### config.mk
export PLATFORM = sky130hd
export DESIGN_NAME = trans_id_allocator_flat
export DESIGN_NICKNAME = d
export VERILOG_FILES = /design/src/rtl/trans_id_allocator_if.sv /design/src/rtl/trans_id_allocator.sv /design/src/flat_wrapper.sv
export SDC_FILE = /design/constraint.sdc
export NUM_CORES = 1
export LEC_CHECK = 0
export ABC_AREA = 1
export CAP_MARGIN = 30
export CORE_MARGIN = 10
export CORE_UTILIZATION = 35
export DETAILED_ROUTE_END_ITERATION = 7
export GPL_TIMING_DRIVEN = 1
export PLACE_DENSITY_LB_ADDON = 0.15
export SYNTH_ARGS = -nofsm -noshare
export SYNTH_HDL_FRONTEND = slang
export SYNTH_SLANG_ARGS = --single-unit
### constraint.sdc
create_clock -name clk_i -period 2.6 [get_ports clk_i]
set_input_delay 0.52 -clock clk_i [delete_from_list [all_inputs] [get_ports clk_i]]
set_output_delay 0.52 -clock clk_i [all_outputs]
set_load 0.1 [all_outputs]
### src/rtl/trans_id_allocator_if.sv
// Allocation/release bundle for trans_id_allocator.
// master = issue/commit side, slave = allocator.
interface trans_id_allocator_if #(
  parameter int unsigned NR_ENTRIES = 8,
  parameter int unsigned NR_ISSUE   = 2,
  parameter int unsigned NR_COMMIT  = 2
);
  localparam int unsigned IdW  = $clog2(NR_ENTRIES);
  localparam int unsigned CntW = $clog2(NR_ENTRIES + 1);

  logic                        flush_i;
  logic [NR_ISSUE-1:0]         alloc_req_i;
  logic [NR_ISSUE-1:0]         alloc_gnt_o;
  logic [NR_ISSUE*IdW-1:0]     alloc_id_o;
  logic [NR_COMMIT-1:0]        commit_ack_i;
  logic [NR_COMMIT*IdW-1:0]    commit_id_o;
  logic [CntW-1:0]             count_o;
  logic                        full_o;
  logic                        empty_o;

  modport master (
    output flush_i,
    output alloc_req_i,
    output commit_ack_i,
    input  alloc_gnt_o,
    input  alloc_id_o,
    input  commit_id_o,
    input  count_o,
    input  full_o,
    input  empty_o
  );

  modport slave (
    input  flush_i,
    input  alloc_req_i,
    input  commit_ack_i,
    output alloc_gnt_o,
    output alloc_id_o,
    output commit_id_o,
    output count_o,
    output full_o,
    output empty_o
  );
endinterface

### src/rtl/trans_id_allocator.sv
// Multi-port in-order trans-ID allocator: NR_ISSUE grants and NR_COMMIT releases per cycle.
// Define TRANS_ID_ALLOC_BYPASS_EN to let IDs released this cycle be granted in the same cycle.
module trans_id_allocator #(
  parameter int unsigned NR_ENTRIES = 8,
  parameter int unsigned NR_ISSUE   = 2,
  parameter int unsigned NR_COMMIT  = 2
) (
  input  logic                  clk_i,
  input  logic                  rst_ni,
  trans_id_allocator_if.slave   bus
);
  localparam int unsigned IdW   = $clog2(NR_ENTRIES);
  localparam int unsigned CntW  = $clog2(NR_ENTRIES + 1);
  // One extra bit so free slots plus same-cycle releases never overflow.
  localparam int unsigned FreeW = CntW + 1;

  logic [IdW-1:0]       issue_ptr_q, issue_ptr_d;
  logic [IdW-1:0]       commit_ptr_q, commit_ptr_d;
  logic [CntW-1:0]      count_q, count_d;

  logic [FreeW-1:0]     free;
  logic [FreeW-1:0]     n_alloc;
  logic [FreeW-1:0]     n_commit;
  logic [NR_ISSUE-1:0]  gnt;
  logic                 chain;
  logic [NR_COMMIT-1:0] ack_plus_one;

  always_comb begin
    n_commit = '0;
    for (int k = 0; k < NR_COMMIT; k++) begin
      n_commit = n_commit + FreeW'(bus.commit_ack_i[k]);
    end
  end

`ifdef TRANS_ID_ALLOC_BYPASS_EN
  assign free = FreeW'(NR_ENTRIES) - FreeW'(count_q) + n_commit;
`else
  assign free = FreeW'(NR_ENTRIES) - FreeW'(count_q);
`endif

  // Grants form a contiguous run from port 0: a port is only served if all lower ports are.
  always_comb begin
    gnt   = '0;
    chain = rst_ni & ~bus.flush_i;
    for (int k = 0; k < NR_ISSUE; k++) begin
      gnt[k] = chain & bus.alloc_req_i[k] & (free > FreeW'(k));
      chain  = gnt[k];
    end
  end

  always_comb begin
    n_alloc = '0;
    for (int k = 0; k < NR_ISSUE; k++) begin
      n_alloc = n_alloc + FreeW'(gnt[k]);
    end
  end

  always_comb begin
    issue_ptr_d  = issue_ptr_q;
    commit_ptr_d = commit_ptr_q;
    count_d      = count_q;
    if (bus.flush_i) begin
      issue_ptr_d  = '0;
      commit_ptr_d = '0;
      count_d      = '0;
    end else begin
      issue_ptr_d  = issue_ptr_q + IdW'(n_alloc);
      commit_ptr_d = commit_ptr_q + IdW'(n_commit);
      count_d      = CntW'(FreeW'(count_q) + n_alloc - n_commit);
    end
  end

  always_ff @(posedge clk_i or negedge rst_ni) begin
    if (!rst_ni) begin
      issue_ptr_q  <= '0;
      commit_ptr_q <= '0;
      count_q      <= '0;
    end else begin
      issue_ptr_q  <= issue_ptr_d;
      commit_ptr_q <= commit_ptr_d;
      count_q      <= count_d;
    end
  end

  always_comb begin
    bus.alloc_id_o = '0;
    for (int k = 0; k < NR_ISSUE; k++) begin
      bus.alloc_id_o[k*IdW +: IdW] = issue_ptr_q + IdW'(k);
    end
  end

  always_comb begin
    bus.commit_id_o = '0;
    for (int k = 0; k < NR_COMMIT; k++) begin
      bus.commit_id_o[k*IdW +: IdW] = commit_ptr_q + IdW'(k);
    end
  end

  assign bus.alloc_gnt_o = gnt;
  assign bus.count_o     = count_q;
  assign bus.full_o      = (count_q == CntW'(NR_ENTRIES));
  assign bus.empty_o     = (count_q == '0);

  // A legal ack vector is a run of ones from bit 0, so adding one clears every set bit.
  assign ack_plus_one = bus.commit_ack_i + NR_COMMIT'(1);

  ack_contiguous: assert property (@(posedge clk_i) disable iff (!rst_ni)
    (bus.commit_ack_i & ack_plus_one) == '0);

  ack_within_count: assert property (@(posedge clk_i) disable iff (!rst_ni || bus.flush_i)
    n_commit <= FreeW'(count_q));

  count_bounded: assert property (@(posedge clk_i) disable iff (!rst_ni)
    count_q <= CntW'(NR_ENTRIES));

  // Full wraps the pointer difference to zero, so only the low IdW bits of count compare.
  ptr_count_consistent: assert property (@(posedge clk_i) disable iff (!rst_ni)
    IdW'(count_q) == IdW'(issue_ptr_q - commit_ptr_q));

endmodule

### src/flat_wrapper.sv
// flat-port wrapper written by rule: the top's interface ports become plain ports
module trans_id_allocator_flat 
#(
  parameter int unsigned NR_ENTRIES = 8,
  parameter int unsigned NR_ISSUE   = 2,
  parameter int unsigned NR_COMMIT  = 2
)
  (clk_i, rst_ni, bus_flush_i, bus_alloc_req_i, bus_commit_ack_i, bus_alloc_gnt_o, bus_alloc_id_o, bus_commit_id_o, bus_count_o, bus_full_o, bus_empty_o);
  trans_id_allocator_if #(.NR_ENTRIES(NR_ENTRIES), .NR_ISSUE(NR_ISSUE), .NR_COMMIT(NR_COMMIT)) bus_i ();
  input  logic clk_i;
  input  logic rst_ni;
  input wire logic [$bits(bus_i.flush_i)-1:0] bus_flush_i;
  input wire logic [$bits(bus_i.alloc_req_i)-1:0] bus_alloc_req_i;
  input wire logic [$bits(bus_i.commit_ack_i)-1:0] bus_commit_ack_i;
  output wire logic [$bits(bus_i.alloc_gnt_o)-1:0] bus_alloc_gnt_o;
  output wire logic [$bits(bus_i.alloc_id_o)-1:0] bus_alloc_id_o;
  output wire logic [$bits(bus_i.commit_id_o)-1:0] bus_commit_id_o;
  output wire logic [$bits(bus_i.count_o)-1:0] bus_count_o;
  output wire logic [$bits(bus_i.full_o)-1:0] bus_full_o;
  output wire logic [$bits(bus_i.empty_o)-1:0] bus_empty_o;
  assign bus_i.flush_i = bus_flush_i;
  assign bus_i.alloc_req_i = bus_alloc_req_i;
  assign bus_i.commit_ack_i = bus_commit_ack_i;
  assign bus_alloc_gnt_o = bus_i.alloc_gnt_o;
  assign bus_alloc_id_o = bus_i.alloc_id_o;
  assign bus_commit_id_o = bus_i.commit_id_o;
  assign bus_count_o = bus_i.count_o;
  assign bus_full_o = bus_i.full_o;
  assign bus_empty_o = bus_i.empty_o;
  trans_id_allocator #(.NR_ENTRIES(NR_ENTRIES), .NR_ISSUE(NR_ISSUE), .NR_COMMIT(NR_COMMIT)) u_core (.clk_i(clk_i), .rst_ni(rst_ni), .bus(bus_i));
endmodule
==> impl_metrics.tcl, run 1 <==
set metrics [dict create \
    status "complete, but fails checks" \
    violations "negative setup slack" \
    die_h_um 68.32 \
    die_w_um 68.32 \
    clk_pin_slew_worst_paths_ps 90 \
    route.detailed.drc 0 \
    yosysTopAreaCell "dfrtp_1" \
    antenna_left 0 \
    cp-start-kind "flip-flop" \
    synth_nets 120 \
    path_class "reg -> reg" \
    mostFrequentLayoutCells "buf_4, inv_1, nand2_1, nor2_1, ha_1" \
    cts_buffer_depth 2 \
    start_util_pct 36.93 \
    overflow 0 \
    ys_ff_latch 10 \
    ys_seq_area_share_pct 30.63 \
    fmax_ghz 0.3760 \
    synth_top_area_share_pct 30.63 \
    avgSynthCellArea_sq_um 8.600 \
    drive_gt1_share_pct 55.56 \
    routedWlPerCell_um 12.73 \
    cpPeakStageDelay_ps 510 \
    gp_congestion 0.7635 \
    cts_buffers 3 \
    syn-cell-area_sq_um 817.0 \
    route.vias.total 752 \
    grt_pass1_vias 809 \
    ioPinCount 27 \
    period_share_pct 102.3 \
    final_common_cell "buf_4" \
    synth_ff_type "dfrtp_1" \
    grt_max_degree 11 \
    cts_tree "done" \
    hold_path_class "in -> async" \
    finalSetupViolations 2 \
    grt_first_pass_wirelength_um 3505 \
    drt_iter0_drc 13 \
    hpwlAfterDp_um 1825 \
    cts.sinks 10 \
    startpoint "u_core.bus.count_o[0]" \
    synth_edf_count 0 \
    clk_latency_ps 270 \
    cap_violations 0 \
    crit_fanout 4 \
    crit-reg2reg-launch "u_core.bus.count_o[0]" \
    synthCells 95 \
    slew_headroom_pct 81.36 \
    finalHoldViolCount 0 \
    slowest_stage "dfrtp_4" \
    async_flop_share_pct 100.0 \
    whs_ps 601.7 \
    cp-end-kind "flip-flop" \
    dp_slack_ps -399.6 \
    areaGrowthSynthToFinish_pct 75.34 \
    cp.arrival_ps 2820 \
    antenna_found_initial 0 \
    cp_cell_sequence "inv_4 > ha_4 > nand2_1 > a21oi_2 > nand2_1 > nand2_2 > buf_6 > clkinvlp_4 > ha_4 > inv_4 > fa_1 > inv_2 > fa_2 > inv_2 > nor2_2" \
    synthTopCellsByArea "dfrtp_1, ha_1, fa_1" \
    place_area_sq_um 1303 \
    final-max-slew-violation-count 0 \
    cts-root-buf "clkbuf_4" \
    critPathRequiredTime_ps 2760 \
    post-route-cell-area_sq_um 1433 \
    grt_usage_pct 9.771 \
    h-tree-depth 1 \
    rsz0062_at_grt "true" \
    ys_types 16 \
    wl_um 2190 \
    rows 17 \
    fin_crit_ps 2660 \
    io_buffers 26 \
    yosys_warnings 0 \
    num_antenna_cells 0 \
    routed_via_density 4.372 \
    core_sq_um 2212 \
    fin_skew_ps 13.71 \
    die-area_sq_um 4667 \
    worst_pin_slew_ps 281.9 \
    dr.pass1.iters 3 \
    final_nets 170 \
    finalWorstSetupSlack_ps -59.86 \
]
## sequential cells by signal, indices dropped and copies added (netlist names)
| register | flops |
|---|---|
| u_core.issue_ptr_q | 3 |
| u_core.commit_ptr_q | 3 |
| u_core.bus.count_o | 4 |
## cell usage after synthesis (2+ instances only)
| library cell | number |
|---|---|
| inv_1 | 18 |
| ha_1 | 14 |
| nand2_1 | 14 |
| nor2_1 | 13 |
| dfrtp_1 | 10 |
| inv_2 | 6 |
| fa_1 | 4 |
| a21oi_1 | 3 |
| nand3_1 | 3 |
| xor2_1 | 3 |
| xnor2_1 | 2 |
## repair_timing
item	4_1_cts	5_1_grt
buffers inserted	5	1
resized for setup	6	9
endpoints found under the setup margin	3	3
pin swaps	9	7
hold buffers	0	0
## area by class of cell
type	count	area [sq um]
clock buffer	4	36.28
fill	199	779.5
inverter	24	103.9
multi-input combinational	59	588.1
sequential	10	265.3
tap	28	35.03
timing repair buffer	47	404.1
## metal layers
layer / global-route usage, % / share of wire (%) / vias to the layer above
li1: - / - / 381
met1: 9.811 / 36 / 351
met2: 18.60 / 57 / 16
met3: 2.447 / 5.2 / 4
met4: 4.020 / 1.6 / 0
met5: 0 / 0 / -
## through the flow
step	setup TNS, ps	utilization [%]	cells
finish	-64.22	64.76	172
global route	-457.8	64.76	172
CTS	-182.7	62.84	171
detailed placement	-1126	58.88	162
global placement	-1061	58.88	162
floorplan	-2225	-	95
## path summary, 6_finish.rpt
check	cells past startpoint	end	slack, ps
worst max-delay path	15	u_core.bus.count_o[1]	-60
worst min-delay path	2	u_core.commit_ptr_q[0]	600
worst max register to register	15	u_core.bus.count_o[1]	-60
worst min register to register	2	u_core.commit_ptr_q[2]	670
max in group asynchronous	2	u_core.bus.count_o[1]	1820
min in group clk_i	2	u_core.commit_ptr_q[2]	670
## critical path: cells and delay by family, from the launching register on
| family | cells | cell delay, ps |
|---|---|---|
| AOI/OAI and AO/OA | 1 | 110 |
| and+or+nand+nor | 4 | 300 |
| adders and majority gates | 4 | 1180 |
| buffers and inverters | 6 | 490 |
| DFF | 1 | 510 |
## cell families (layout without fill, tap and decap cells)
kind of cell	count (synthesis)	count (layout)	synth area share (%)
simple gates	33	33	17.61
buf+inv	26	75	13.32
fa+ha+maj	18	18	31.24
flops	10	10	30.63
xor+xnor	5	5	5.361
compound gates	3	3	1.837
Power of run 1 is left out: the tool's default activity adds up to more than one toggle a clock period on the data nets, which glitch-free logic cannot reach.
==> run 2: changes to the inputs <==
- ABC_AREA: 1 -> default
==> impl_metrics.tcl, run 2 <==
set metrics [dict create \
    status "complete, but fails checks" \
    violations "negative setup slack" \
    grt_max_degree 12 \
    worst_pin_slew_ps 274.5 \
    cts.sinks 10 \
    synth-simple-area-share_pct 15.18 \
    finalHoldViolCount 0 \
    synth_nets 103 \
    period_share_pct 116.2 \
    rsz0062_at_grt "true" \
    placed_cells 149 \
    cp-end-kind "flip-flop" \
    synth_fa_ha_area_share_pct 31.92 \
    drive_gt1_share_pct 57.36 \
    ys_seq_area_share_pct 31.30 \
    die-area_sq_um 4596 \
    synth_top_family_by_area "adder cells" \
    synth_edf_count 0 \
    antenna_left 0 \
    slowest_stage "fa_1" \
    finalSetupViolations 3 \
    fin_skew_ps 8.889 \
    yosys-top-cells-count "ha_1, inv_1, dfrtp_1" \
    n_fill_cell 171 \
    drt_iter0_drc 24 \
    total_power_mw 1.876 \
    seq_area_sq_um 265.3 \
    antenna_found_initial 0 \
    critPathRequiredTime_ps 2760 \
    synthTopCellsByArea "dfrtp_1, ha_1, fa_1" \
    hold_buffers 0 \
    slew_headroom_pct 81.64 \
    route.vias.total 705 \
    gp_congestion 0.7507 \
    finalWorstSetupSlack_ps -421.1 \
    yosys_warnings 0 \
    ys_ff_latch 10 \
    die_w_um 67.80 \
    hpwlAfterDp_um 1733 \
    syn-cell-area_sq_um 799.5 \
    cts_buffers 3 \
    num_antenna_cells 0 \
    routed_via_density 4.490 \
    cpPeakStageDelay_ps 480 \
    clk_latency_ps 270 \
    overflow 0 \
    hold_path_class "in -> async" \
    cp.arrival_ps 3190 \
    yosysMostFrequentCell "ha_1" \
    ir_drop_mv 1.001 \
    final-max-slew-violation-count 0 \
    dp_slack_ps -657.6 \
    grt_first_pass_wirelength_um 3456 \
    fin_crit_ps 3021 \
    mostFrequentLayoutCells "buf_4, ha_1, inv_1" \
    ioPinCount 27 \
    areaGrowthSynthToFinish_pct 84.19 \
    synth_ff_type "dfrtp_1" \
    die_h_um 67.80 \
    critPathBufInv 3 \
    synth_top_area_share_pct 31.30 \
    leakagePower_nw 0.6895 \
    cpMostUsedCell "ha_4" \
    avgSynthCellArea_sq_um 10.25 \
    synth_xor_area_share_pct 6.573 \
    start_util_pct 36.49 \
    largest_reg_flops 4 \
    cts_tree "done" \
    cap_violations 0 \
    route.detailed.drc 0 \
    async_flop_share_pct 100.0 \
    core_sq_um 2191 \
    ys_types 23 \
    cts_buffer_depth 2 \
    final_cell_count_no_fill 157 \
    crit_fanout 3 \
    final_common_cell "buf_4" \
    synthMuxAreaShare_pct 1.408 \
    cp_cell_sequence "inv_4 > ha_4 > nor2_2 > o221a_1 > a211oi_4 > ha_4 > inv_2 > fa_1 > inv_2 > ha_4 > a21o_1 > a21oi_2 > mux2_4" \
    clk_pin_slew_worst_paths_ps 70 \
    cp-start-kind "flip-flop" \
    fmax_ghz 0.3310 \
    io_buffers 26 \
    wl_um 2153 \
    synthCells 78 \
    cts-root-buf "clkbuf_4" \
    grt_usage_pct 9.977 \
    rows 17 \
    multi_input_area_sq_um 656.9 \
    yosysTopAreaCell "dfrtp_1" \
    grt_pass1_vias 790 \
    path_class "reg -> reg" \
    h-tree-depth 1 \
    dr.pass1.iters 4 \
    finish.utilization_pct 67.22 \
    path_delay_family "adder cells" \
    synth_compound_area_share_pct 6.103 \
    p_per_area_nw_per_um2 1274 \
    final_nets 155 \
    routedWlPerCell_um 13.71 \
]
==> run 2: cell families (layout without fill, tap and decap cells) <==
family,after synthesis,count (layout)
AND/OR/NAND/NOR,22,22
adder cells (fa/ha/maj),18,18
XOR/XNOR,6,6
buffers and inverters,15,66
flip-flops,10,10
AO/OA/AOI/OAI,6,6
multiplexers,1,1
==> run 2: what timing repair did <==
action	4_1_cts	5_1_grt
setup buffers	4	2
endpoints found under the hold margin	0	0
gates resized for setup	8	4
endpoints found under the setup margin	3	5
pin swaps	10	6
==> run 2: worst paths after layout <==
kind                       slack (ps)  cells past startpoint             startpoint                    end
max                              -420                     13  u_core.bus.count_o[0]  u_core.bus.count_o[3]
min                               640                      2                 rst_ni  u_core.issue_ptr_q[1]
max reg2reg                      -420                     13  u_core.bus.count_o[0]  u_core.bus.count_o[3]
min reg2reg                       690                      2  u_core.issue_ptr_q[2]  u_core.issue_ptr_q[2]
max in group asynchronous        1820                      2                 rst_ni  u_core.bus.count_o[0]
min in group clk_i                690                      2  u_core.issue_ptr_q[2]  u_core.issue_ptr_q[2]
==> run 2: routing by layer <==
metal / GRT usage (%) / routed length, um / up-vias
li1: - / - / 347
met1: 9.488 / 807 / 342
met2: 19.25 / 1199 / 14
met3: 4.298 / 131 / 2
met4: 2.261 / 15 / 0
met5: 0 / 0 / -
==> run 2: through the flow <==
stage               hold slack, ps  instance area (sq um)  TNS [ps]
detailed placement           685.7                   1351     -1527
floorplan                    224.4                  924.6     -3411
global placement             642.4                   1351     -1181
finish                       637.1                   1473     -1044
global route                 650.8                   1473     -1349
CTS                          639.8                   1450     -1150
==> run 2: layout make-up <==
| cell class | instances | share of cell area [%] |
|---|---|---|
| Inverter | 13 | 3.823 |
| Sequential cell | 10 | 18.01 |
| Timing Repair Buffer | 49 | 29.40 |
| Multi-Input combinational cell | 53 | 44.61 |
| Clock buffer | 4 | 1.784 |
| Tap cell | 28 | 2.379 |
==> run 2: power breakdown <==
part           leakage [nW]  switching, mW  internal [mW]  total [mW]
Sequential            0.127         0.0593          0.211       0.270
Clock                0.0150         0.0554         0.0594       0.115
Combinational         0.548          0.923          0.568        1.49
Note: power is estimated with default switching activity, not from simulation.
